**src/rtl/br_resolve_pkg.sv**
```systemverilog
// Shared types and constants for the branch-resolve slice.
package br_resolve_pkg;

  // One tracked prediction, as captured at IF1.
  typedef struct packed {
    logic [31:0] pc;
    logic        hit;
    logic [31:0] target;
  } pred_rec_t;

  // Resolve FSM encoding.
  localparam logic [0:0] ST_RUN   = 1'b0;
  localparam logic [0:0] ST_FLUSH = 1'b1;

  // Sequential fetch increment.
  localparam logic [31:0] PC_INC = 32'd4;

endpackage

```
**src/rtl/br_resolve_if.sv**
```systemverilog
// Front-end / EX / BTB bus seen by br_resolve.
interface br_resolve_if;
  logic        if1_valid;
  logic [31:0] if1_pc;
  logic        if1_pred_hit;
  logic [31:0] if1_pred_target;
  logic        if1_stall;
  logic        ex_valid;
  logic [31:0] ex_pc;
  logic [31:0] ex_target;
  logic        ex_is_br;
  logic        ex_taken;
  logic        btb_we;
  logic [31:0] btb_ex_pc;
  logic [31:0] btb_wtarget;
  logic        redirect;
  logic [31:0] redirect_pc;
  logic [15:0] mispred_cnt;

  // Pipeline side: drives fetch/resolve info, consumes redirects.
  modport master (
    output if1_valid, if1_pc, if1_pred_hit, if1_pred_target,
    output ex_valid, ex_pc, ex_target, ex_is_br, ex_taken,
    input  if1_stall, btb_we, btb_ex_pc, btb_wtarget,
    input  redirect, redirect_pc, mispred_cnt
  );

  // Resolver side.
  modport slave (
    input  if1_valid, if1_pc, if1_pred_hit, if1_pred_target,
    input  ex_valid, ex_pc, ex_target, ex_is_br, ex_taken,
    output if1_stall, btb_we, btb_ex_pc, btb_wtarget,
    output redirect, redirect_pc, mispred_cnt
  );
endinterface

```
**src/rtl/br_resolve_pred_fifo.sv**
```systemverilog
// Synchronous FIFO of in-flight predictions with a one-edge flush.
module pred_fifo
  import br_resolve_pkg::*;
#(
  parameter int DEPTH = 8
) (
  input  logic      clk,
  input  logic      rst_n,
  input  logic      flush,
  input  logic      push,
  input  logic      pop,
  input  pred_rec_t din,
  output pred_rec_t dout,
  output logic      full,
  output logic      empty
);
  localparam int AW = $clog2(DEPTH);
  localparam logic [AW:0] FULL_CNT = (AW+1)'(DEPTH);

  pred_rec_t         mem_q [DEPTH];
  pred_rec_t         mem_d [DEPTH];
  logic [AW-1:0]     wptr_q, wptr_d, rptr_q, rptr_d;
  logic [AW:0]       count_q, count_d;

  assign full  = (count_q == FULL_CNT);
  assign empty = (count_q == '0);
  assign dout  = mem_q[rptr_q];

  // Next-state for storage, pointers and occupancy; flush wins over push/pop.
  always_comb begin
    mem_d   = mem_q;
    wptr_d  = wptr_q;
    rptr_d  = rptr_q;
    count_d = count_q;
    if (flush) begin
      wptr_d  = '0;
      rptr_d  = '0;
      count_d = '0;
    end else begin
      if (push) begin
        mem_d[wptr_q] = din;
        wptr_d        = wptr_q + 1'b1;
      end
      if (pop) rptr_d = rptr_q + 1'b1;
      case ({push, pop})
        2'b10:   count_d = count_q + 1'b1;
        2'b01:   count_d = count_q - 1'b1;
        default: count_d = count_q;
      endcase
    end
  end

  // Pointer/occupancy registers.
  always_ff @(posedge clk) begin
    if (!rst_n) begin
      wptr_q  <= '0;
      rptr_q  <= '0;
      count_q <= '0;
    end else begin
      wptr_q  <= wptr_d;
      rptr_q  <= rptr_d;
      count_q <= count_d;
    end
  end

  // Storage needs no reset; occupancy gates every read.
  always_ff @(posedge clk) begin
    mem_q <= mem_d;
  end
endmodule

```
**src/rtl/br_resolve.sv**
```systemverilog
// Branch resolve: compares EX outcome with the oldest IF1 prediction,
// issues redirect/BTB-update pulses and flushes the wrong path.
module br_resolve
  import br_resolve_pkg::*;
#(
  parameter int FIFO_DEPTH   = 8,
  parameter int FLUSH_CYCLES = 2
) (
  input logic         clk,
  input logic         rst_n,
  br_resolve_if.slave bus
);
  localparam logic [2:0] FL_CNT = 3'(FLUSH_CYCLES);

  logic [0:0]  state_q, state_d;
  logic [2:0]  flush_cnt_q, flush_cnt_d;
  logic        redirect_q, redirect_d;
  logic [31:0] redirect_pc_q, redirect_pc_d;
  logic        btb_we_q, btb_we_d;
  logic [31:0] btb_ex_pc_q, btb_ex_pc_d;
  logic [31:0] btb_wtarget_q, btb_wtarget_d;
  logic [15:0] mispred_cnt_q, mispred_cnt_d;

  pred_rec_t head, push_rec;
  logic      full, empty, run, push, pop;
  logic      head_hit, pc_mismatch, taken, correct, mispred;

  assign run      = (state_q == ST_RUN);
  assign pop      = bus.ex_valid & run & ~empty;
  assign push     = bus.if1_valid & run & (~full | pop);
  assign push_rec = '{pc: bus.if1_pc, hit: bus.if1_pred_hit, target: bus.if1_pred_target};

  pred_fifo #(.DEPTH(FIFO_DEPTH)) u_fifo (
    .clk   (clk),
    .rst_n (rst_n),
    .flush (mispred),
    .push  (push),
    .pop   (pop),
    .din   (push_rec),
    .dout  (head),
    .full  (full),
    .empty (empty)
  );

  // Outcome check: empty FIFO resolves as a predicted miss; a PC mismatch
  // against the head is always a mispredict, redirected by actual outcome.
  always_comb begin
    head_hit    = ~empty & head.hit;
    pc_mismatch = ~empty & (head.pc != bus.ex_pc);
    taken       = bus.ex_is_br & bus.ex_taken;
    correct     = taken ? (head_hit & (head.target == bus.ex_target)) : ~head_hit;
    mispred     = bus.ex_valid & run & (pc_mismatch | ~correct);
  end

  // Redirect/BTB pulses, counter and RUN/FLUSH sequencing.
  always_comb begin
    state_d       = state_q;
    flush_cnt_d   = flush_cnt_q;
    redirect_d    = mispred;
    btb_we_d      = mispred & taken;
    redirect_pc_d = redirect_pc_q;
    btb_ex_pc_d   = btb_ex_pc_q;
    btb_wtarget_d = btb_wtarget_q;
    mispred_cnt_d = mispred_cnt_q;
    if (mispred) begin
      redirect_pc_d = taken ? bus.ex_target : bus.ex_pc + PC_INC;
      if (taken) begin
        btb_ex_pc_d   = bus.ex_pc;
        btb_wtarget_d = bus.ex_target;
      end
      if (mispred_cnt_q != 16'hFFFF) mispred_cnt_d = mispred_cnt_q + 16'd1;
      state_d     = ST_FLUSH;
      flush_cnt_d = FL_CNT;
    end else if (state_q == ST_FLUSH) begin
      if (flush_cnt_q <= 3'd1) begin
        state_d     = ST_RUN;
        flush_cnt_d = '0;
      end else begin
        flush_cnt_d = flush_cnt_q - 3'd1;
      end
    end
  end

  // Control registers.
  always_ff @(posedge clk) begin
    if (!rst_n) begin
      state_q       <= ST_RUN;
      flush_cnt_q   <= '0;
      redirect_q    <= 1'b0;
      redirect_pc_q <= '0;
      btb_we_q      <= 1'b0;
      btb_ex_pc_q   <= '0;
      btb_wtarget_q <= '0;
      mispred_cnt_q <= '0;
    end else begin
      state_q       <= state_d;
      flush_cnt_q   <= flush_cnt_d;
      redirect_q    <= redirect_d;
      redirect_pc_q <= redirect_pc_d;
      btb_we_q      <= btb_we_d;
      btb_ex_pc_q   <= btb_ex_pc_d;
      btb_wtarget_q <= btb_wtarget_d;
      mispred_cnt_q <= mispred_cnt_d;
    end
  end

  assign bus.if1_stall   = full;
  assign bus.redirect    = redirect_q;
  assign bus.redirect_pc = redirect_pc_q;
  assign bus.btb_we      = btb_we_q;
  assign bus.btb_ex_pc   = btb_ex_pc_q;
  assign bus.btb_wtarget = btb_wtarget_q;
  assign bus.mispred_cnt = mispred_cnt_q;
endmodule

```
**src/flat_wrapper.sv**
```systemverilog
// flat-port wrapper written by rule: the top's interface ports become plain ports
module br_resolve_flat import br_resolve_pkg::*;
#(
  parameter int FIFO_DEPTH   = 8,
  parameter int FLUSH_CYCLES = 2
)
  (clk, rst_n, bus_if1_valid, bus_if1_pc, bus_if1_pred_hit, bus_if1_pred_target, bus_ex_valid, bus_ex_pc, bus_ex_target, bus_ex_is_br, bus_ex_taken, bus_if1_stall, bus_btb_we, bus_btb_ex_pc, bus_btb_wtarget, bus_redirect, bus_redirect_pc, bus_mispred_cnt);
  br_resolve_if bus_i ();
  input logic clk;
  input logic rst_n;
  input wire logic [$bits(bus_i.if1_valid)-1:0] bus_if1_valid;
  input wire logic [$bits(bus_i.if1_pc)-1:0] bus_if1_pc;
  input wire logic [$bits(bus_i.if1_pred_hit)-1:0] bus_if1_pred_hit;
  input wire logic [$bits(bus_i.if1_pred_target)-1:0] bus_if1_pred_target;
  input wire logic [$bits(bus_i.ex_valid)-1:0] bus_ex_valid;
  input wire logic [$bits(bus_i.ex_pc)-1:0] bus_ex_pc;
  input wire logic [$bits(bus_i.ex_target)-1:0] bus_ex_target;
  input wire logic [$bits(bus_i.ex_is_br)-1:0] bus_ex_is_br;
  input wire logic [$bits(bus_i.ex_taken)-1:0] bus_ex_taken;
  output wire logic [$bits(bus_i.if1_stall)-1:0] bus_if1_stall;
  output wire logic [$bits(bus_i.btb_we)-1:0] bus_btb_we;
  output wire logic [$bits(bus_i.btb_ex_pc)-1:0] bus_btb_ex_pc;
  output wire logic [$bits(bus_i.btb_wtarget)-1:0] bus_btb_wtarget;
  output wire logic [$bits(bus_i.redirect)-1:0] bus_redirect;
  output wire logic [$bits(bus_i.redirect_pc)-1:0] bus_redirect_pc;
  output wire logic [$bits(bus_i.mispred_cnt)-1:0] bus_mispred_cnt;
  assign bus_i.if1_valid = bus_if1_valid;
  assign bus_i.if1_pc = bus_if1_pc;
  assign bus_i.if1_pred_hit = bus_if1_pred_hit;
  assign bus_i.if1_pred_target = bus_if1_pred_target;
  assign bus_i.ex_valid = bus_ex_valid;
  assign bus_i.ex_pc = bus_ex_pc;
  assign bus_i.ex_target = bus_ex_target;
  assign bus_i.ex_is_br = bus_ex_is_br;
  assign bus_i.ex_taken = bus_ex_taken;
  assign bus_if1_stall = bus_i.if1_stall;
  assign bus_btb_we = bus_i.btb_we;
  assign bus_btb_ex_pc = bus_i.btb_ex_pc;
  assign bus_btb_wtarget = bus_i.btb_wtarget;
  assign bus_redirect = bus_i.redirect;
  assign bus_redirect_pc = bus_i.redirect_pc;
  assign bus_mispred_cnt = bus_i.mispred_cnt;
  br_resolve #(.FIFO_DEPTH(FIFO_DEPTH), .FLUSH_CYCLES(FLUSH_CYCLES)) u_core (.clk(clk), .rst_n(rst_n), .bus(bus_i));
endmodule
```
**config.mk**
```make
export PLATFORM = sky130hd
export DESIGN_NAME = br_resolve_flat
export DESIGN_NICKNAME = d
export VERILOG_FILES = /design/src/rtl/br_resolve_pkg.sv /design/src/rtl/br_resolve_if.sv /design/src/rtl/br_resolve_pred_fifo.sv /design/src/rtl/br_resolve.sv /design/src/flat_wrapper.sv
export SDC_FILE = /design/constraint.sdc
export NUM_CORES = 1
export LEC_CHECK = 0
export CORE_MARGIN = 1
export CORE_UTILIZATION = 58
export DETAILED_ROUTE_END_ITERATION = 12
export PLACE_DENSITY_LB_ADDON = 0.15
export SLEW_MARGIN = 20
export SYNTH_ARGS = -nofsm -noshare
export SYNTH_HDL_FRONTEND = slang
export SYNTH_SLANG_ARGS = --single-unit
export TNS_END_PERCENT = 1
```
**constraint.sdc**
```tcl
create_clock -name clk -period 24.8 [get_ports clk]
set_input_delay 3.72 -clock clk [delete_from_list [all_inputs] [get_ports clk]]
set_output_delay 3.72 -clock clk [all_outputs]
set_load 0.05 [all_outputs]
```
==> Yosys cells after proc, flatten, opt, wreduce, memory -nomap -nowiden <==
Index checks and enable logic that the tools add are counted.
{ "classes": {"addsub": 7, "magnitude_cmp": 4, "eq_ne": 6, "n_mux": 15, "n_bitwise": 21, "reduce_logical": 8} }
{ "ops": {"columns": ["operator", "count"], "rows": [
  ["$bwmux W520", 1],
  ["$bmux W65 S3", 1],
  ["$demux W65 S3", 1],
  ["$mux W65", 3],
  ["$add A32 B3 Y32 const B", 1],
  ["$eq A32 B32 Y1", 1],
  ["$mux W32", 1],
  ["$ne A32 B32 Y1", 1],
  ["$add A16 B1 Y16 const B", 1],
  ["$ne A16 B16 Y1 const B", 1],
  ["$and A1 B1 Y1", 10],
  ["$ge A4 B4 Y1 const B", 2],
  ["$not A3 Y4", 2],
  ["$pmux W4 S2", 1],
  ["$not A1 Y1", 7],
  ["$add A3 B1 Y3 const B", 2],
  ["$reduce_and A2 Y1", 3],
  ["$add A4 B1 Y4 const B", 1],
  ["$eq A4 B4 Y1 const B", 1],
  ["$logic_not A4 Y1", 1],
  ["$lt A4 B1 Y1 const B", 1],
  ["$mux W1", 4],
  ["$mux W2", 2],
  ["$reduce_bool A2 Y1", 2],
  ["9 further kinds", 10]
]} }
{ "word_totals": {"regBits": 648, "inputBits": 135, "output_inout_bits": 115, "word_cells": 97} }

==> Longest topological paths before layout <==
{ "depth": {"ltp_word": 12, "depth_mapped": 16, "mapped_depth_nobuf": 12} }

==> By module <==
From an unflattened synthesis, not the netlist that was laid out.
{ "unflattened": {"cells_unflattened": 1430, "area_unflattened_um2": 25680.9} }
{ "by_module_without_submodules": {"columns": ["mod", "instances", "cells_each", "area_each_um2"], "rows": [
  ["pred_fifo", 1, 823, 20089.3],
  ["br_resolve", 1, 607, 5591.6]
]} }

==> Worst setup path before layout <==
No wires, ideal clock.
{ "synth_timing": {"path_kind": "input -> register", "from": "in bus_ex_pc[24]", "to": "reg u_core.u_fifo.mem_q[455] (netlist name), enable pin", "arrival_time_ps": 9896, "required_time_ps": 24232, "path_slack_ps": 14336, "path_stages": 11, "n_path_buf": 4, "cell_sequence": "clkbuf_1 > xor2_1 > nand4_1 > or4_1 > nor4_1 > o22a_1 > buf_6 > buf_6 > buf_6 > nand3b_2 > nor3_1"} }
{ "synth_between": {"elab_chain_len": 6} }
{ "synth_rtl": {"columns": ["element", "line_no", "rtl"], "rows": [
  ["start, declared", "flat_wrapper.sv:16", "input wire logic [$bits(bus_i.ex_pc)-1:0] bus_ex_pc;"],
  ["$ne A32 B32 Y1", "br_resolve.sv:49", "pc_mismatch = ~empty & (head.pc != bus.ex_pc);"],
  ["$and A1 B1 Y1", "br_resolve.sv:49", null],
  ["$or A1 B1 Y1", "br_resolve.sv:52", "mispred = bus.ex_valid & run & (pc_mismatch | ~correct);"],
  ["$and A1 B1 Y1", "br_resolve.sv:52", null],
  ["$not A1 Y1 (no source line)", null, null],
  ["$reduce_and A2 Y1 (no source line)", null, null],
  ["end signal, assigned", "br_resolve_pred_fifo.sv:68", "mem_q <= mem_d;"],
  ["end, declared", "br_resolve_pred_fifo.sv:20", "pred_rec_t mem_q [DEPTH];"]
]} }
No other way between the ends.
A chain may end at the register's enable or synchronous reset.

==> Worst setup path in the final report <==
{ "layout_timing": {"from": "in bus_ex_pc[8]", "to": "reg u_core.u_fifo.mem_q[276] (netlist name), enable pin"} }
Same word-level chain as after synthesis.

==> metrics.log <==
[metrics] run status: complete, no violations
[metrics] final total negative setup slack: 0 ns
[metrics] placed cell area: between 20,000 and 30,000 µm²
[metrics] iteration count of the initial detailed-routing pass: 5
[metrics] leading cell types by count after synthesis: sky130_fd_sc_hd__edfxtp_1, sky130_fd_sc_hd__nand2_1, sky130_fd_sc_hd__mux2i_1
[metrics] number of distinct library cell variants in the gate-level netlist after synthesis: between 50 and 60
[metrics] cell accounting for the most synthesized area: sky130_fd_sc_hd__edfxtp_1
[metrics] arrival time of data at the critical path endpoint: ~8.4 ns
[metrics] count of yosys warnings during synthesis: 0
[metrics] via count normalized by instance count: between 6 and 7
[metrics] DRC violation count after routing: 0
[metrics] postcts setup bufs: 0
[metrics] cell area after layout: 31,800 µm²
[metrics] sequential element share of the synthesized area: 68.6%
[metrics] HPWL after detailed placement: around 43,000 µm
[metrics] RePlAce Congestion: about 0.89
[metrics] die footprint: around 47,000 µm²
[metrics] minimum clock period after layout: between 8 and 9 ns
[metrics] Finished Layout Cells: around 2,600
[metrics] share of async-settable or async-resettable flops after synthesis: 0%
[metrics] quantity of gates resized following cts: 0
[metrics] setup skew after layout: ~0.019 ns
[metrics] Initial Utilization: between 50% and 60%
[metrics] # Max-Cap Violations: 0
[metrics] fin worst setup slack: around 17 ns
[metrics] Post-Synthesis Cell Area: roughly 26,000 µm²
[metrics] height of the die: approximately 220 µm
[metrics] number of clock buffers inserted by TritonCTS: 66
[metrics] share of layout cells above drive strength 1: approximately an eighth
[metrics] Vias: between 15,000 and 20,000
[metrics] syn_nets: roughly 1,800
[metrics] endpoint type of the worst setup path: register
[metrics] power density of the placed cells: ~94 nW/µm²
[metrics] slew at the pin closest to its max-slew limit: between 1 and 1.5 ns
[metrics] worst slack on hold paths: between 0.4 and 0.5 ns
[metrics] Max rail drop VDD: about 0.067 mV
[metrics] unrepaired setup endpoints after global routing: no
[metrics] Total Wirelength: 67,900 µm
[metrics] source-to-sink clock delay at the later pin of the worst-skew pair: 0.59 ns
[metrics] # setup viols final: 0
[metrics] clock tree from TritonCTS: done
[metrics] cts hold-fix bufs: 0
[metrics] highest attainable clock frequency: 0.122 GHz
[metrics] standard-cell row count: between 70 and 80
[metrics] Register-to-Register Setup Slack: around 17 ns
[metrics] maximum fanout along the worst path: 55
[metrics] number of enable flip-flop cells after synthesis: 520
[metrics] DP Worst Slack: ~16 ns
[metrics] Synth-to-Final Area Change: 19.9%
[metrics] final-stage net count: ~2,100
[metrics] Core Util, Final: 71.2%
[metrics] post-route total power: 2.98 mW
[metrics] data required time of the critical path: ~25 ns
[metrics] total instance count after detailed placement: about 2,500
[metrics] die extent in x: approximately 220 µm
[metrics] antenna diode instance count: 0
[metrics] synthesized area per cell: between 15 and 20 µm²
[metrics] clock transition at the register clock pins on the worst setup and hold paths after CTS: approximately 0.06 ns
[metrics] Num Clock Sinks: roughly 650
[metrics] synth top area cells: sky130_fd_sc_hd__edfxtp_1, sky130_fd_sc_hd__dfxtp_1, sky130_fd_sc_hd__mux4_2, sky130_fd_sc_hd__mux2i_1, sky130_fd_sc_hd__nand2_1
[metrics] proportion of netlist area held by the largest area contributor: between 50% and 60%
[metrics] Clock Tree Root: sky130_fd_sc_hd__clkbuf_16
[metrics] Iteration-0 DRC Markers: roughly 1,600
[metrics] Leak: 10.1 nW
[metrics] most frequently used flop master after synthesis: sky130_fd_sc_hd__edfxtp_1
[metrics] number of top-level pins: between 200 and 300
[metrics] normalized max-slew margin: around a quarter
[metrics] final hold violation count: 0
[metrics] vias in the first global route: ~16,000
[metrics] count of pins over their slew limit: 0
[metrics] maximum number of pins on one net before global-route repair: a little under 80
[metrics] H-tree levels: 3
[metrics] number of synthesized register bits: 648
[metrics] area of the core: 44,600 µm²
[metrics] class of the most critical hold timing path: reg2reg
[metrics] worst setup path category: in2reg
[metrics] post-DR wirelength/cell: around 26 µm
[metrics] library cell with the highest instance count after synthesis: sky130_fd_sc_hd__edfxtp_1
[metrics] initial antenna violation count: 1
[metrics] Final period util: approximately a third
[metrics] Overflow after GRT: 0
[metrics] first-pass GRT wire length: 100,000 µm
[metrics] crit path launch type: input pin
[metrics] count of input and output buffers: 249
[metrics] Routed Antenna Nets: 0
[metrics] global routing usage summed across all routing layers: around 30%
[metrics] Max Buffers Root-to-Sink: 3
[metrics] Synth Instances: 1,685
[metal layers]
| metal | vias to the layer above | GRT usage (%) | wire length, µm |
|---|---|---|---|
| met5 | - | 0 | 13 |
| met4 | 2 | 11.0 | 2090 |
| met3 | 110 | 6.03 | 5790 |
| met2 | 771 | 46.9 | 32300 |
| met1 | 8045 | 40.3 | 27700 |
| li1 | 6952 | - | - |
[power breakdown]
| part | total (mW) | switching [mW] | internal (mW) |
|---|---|---|---|
| Clock | 1.03 | 0.411 | 0.618 |
| Combinational | 0.647 | 0.402 | 0.245 |
| Sequential | 1.31 | 0.0430 | 1.27 |
[area by class of cell]
| cell class | count | area, µm² |
|---|---|---|
| clock buffer | 87 | 1830 |
| clock inverter | 34 | 445 |
| fill | 2880 | 12800 |
| inverter | 16 | 60.1 |
| multi-input combinational | 929 | 7770 |
| sequential | 648 | 18200 |
| tap | 592 | 741 |
| timing repair buffer | 275 | 2720 |
[flip-flops by register name, summed over array words and instances, names as in the netlist]
name / cells
u_core.u_fifo.mem_q: 520
u_core.bus.btb_ex_pc: 32
u_core.bus.btb_wtarget: 32
u_core.bus.redirect_pc: 32
u_core.bus.mispred_cnt: 16
u_core.u_fifo.count_q: 4
u_core.flush_cnt_q: 3
u_core.u_fifo.rptr_q: 3
u_core.u_fifo.wptr_q: 3
u_core.bus.btb_we: 1
u_core.bus.redirect: 1
u_core.state_q: 1
[critical path, cell delays in order]
cell	delay (ns)
sky130_fd_sc_hd__clkdlybuf4s50_1	0.72
sky130_fd_sc_hd__and3_1	0.24
sky130_fd_sc_hd__o21ai_1	0.07
sky130_fd_sc_hd__or4_1	0.58
sky130_fd_sc_hd__nor4_1	0.56
sky130_fd_sc_hd__o22a_4	0.61
sky130_fd_sc_hd__nand3b_2	0.32
sky130_fd_sc_hd__nor2_4	0.83
sky130_fd_sc_hd__buf_4	0.70
[kinds of logic after synthesis]
| group | count (synthesis) | synth area share, % |
|---|---|---|
| compound gates | 167 | 4.29 |
| simple gates | 385 | 6.53 |
| mux | 282 | 14.9 |
| flops | 648 | 68.6 |
| fa+ha+maj | 10 | 0.501 |
| xor+xnor | 85 | 2.81 |
| buf+inv | 108 | 2.31 |
[placed cells by master (no fill, tap or decap), types with 9 or more instances in the layout]
master | netlist | final
sky130_fd_sc_hd__bufinv_16 | 0 | 9
sky130_fd_sc_hd__nor4_1 | 9 | 9
sky130_fd_sc_hd__mux4_2 | 90 | 90
sky130_fd_sc_hd__xor2_1 | 38 | 38
sky130_fd_sc_hd__clkbuf_1 | 38 | 13
sky130_fd_sc_hd__clkdlybuf4s50_1 | 0 | 248
sky130_fd_sc_hd__mux2i_1 | 184 | 184
sky130_fd_sc_hd__xnor2_1 | 47 | 47
sky130_fd_sc_hd__a21oi_1 | 65 | 65
sky130_fd_sc_hd__ha_1 | 9 | 9
sky130_fd_sc_hd__clkinv_2 | 0 | 10
sky130_fd_sc_hd__nand4_1 | 11 | 11
sky130_fd_sc_hd__clkbuf_16 | 0 | 68
sky130_fd_sc_hd__nand2b_1 | 9 | 9
sky130_fd_sc_hd__a211o_1 | 29 | 29
sky130_fd_sc_hd__nor2_1 | 66 | 59
sky130_fd_sc_hd__nand3_1 | 21 | 21
sky130_fd_sc_hd__edfxtp_1 | 520 | 520
sky130_fd_sc_hd__buf_4 | 18 | 24
sky130_fd_sc_hd__dfxtp_1 | 128 | 125
sky130_fd_sc_hd__and3_1 | 23 | 23
sky130_fd_sc_hd__nand2_1 | 208 | 207
sky130_fd_sc_hd__a22oi_1 | 30 | 30
sky130_fd_sc_hd__inv_1 | 15 | 15
[path summary, 6_finish.rpt]
| kind | from | end | cells past startpoint |
|---|---|---|---|
| min | u_core.bus.redirect_pc[13] | u_core.bus.redirect_pc[13] | 2 |
| max reg2reg | u_core.u_fifo.rptr_q[1] | u_core.u_fifo.mem_q[276] | 12 |
| min reg2reg | u_core.bus.redirect_pc[13] | u_core.bus.redirect_pc[13] | 2 |
| max | bus_ex_pc[8] | u_core.u_fifo.mem_q[276] | 9 |
Note: power is estimated with default switching activity, not from simulation.
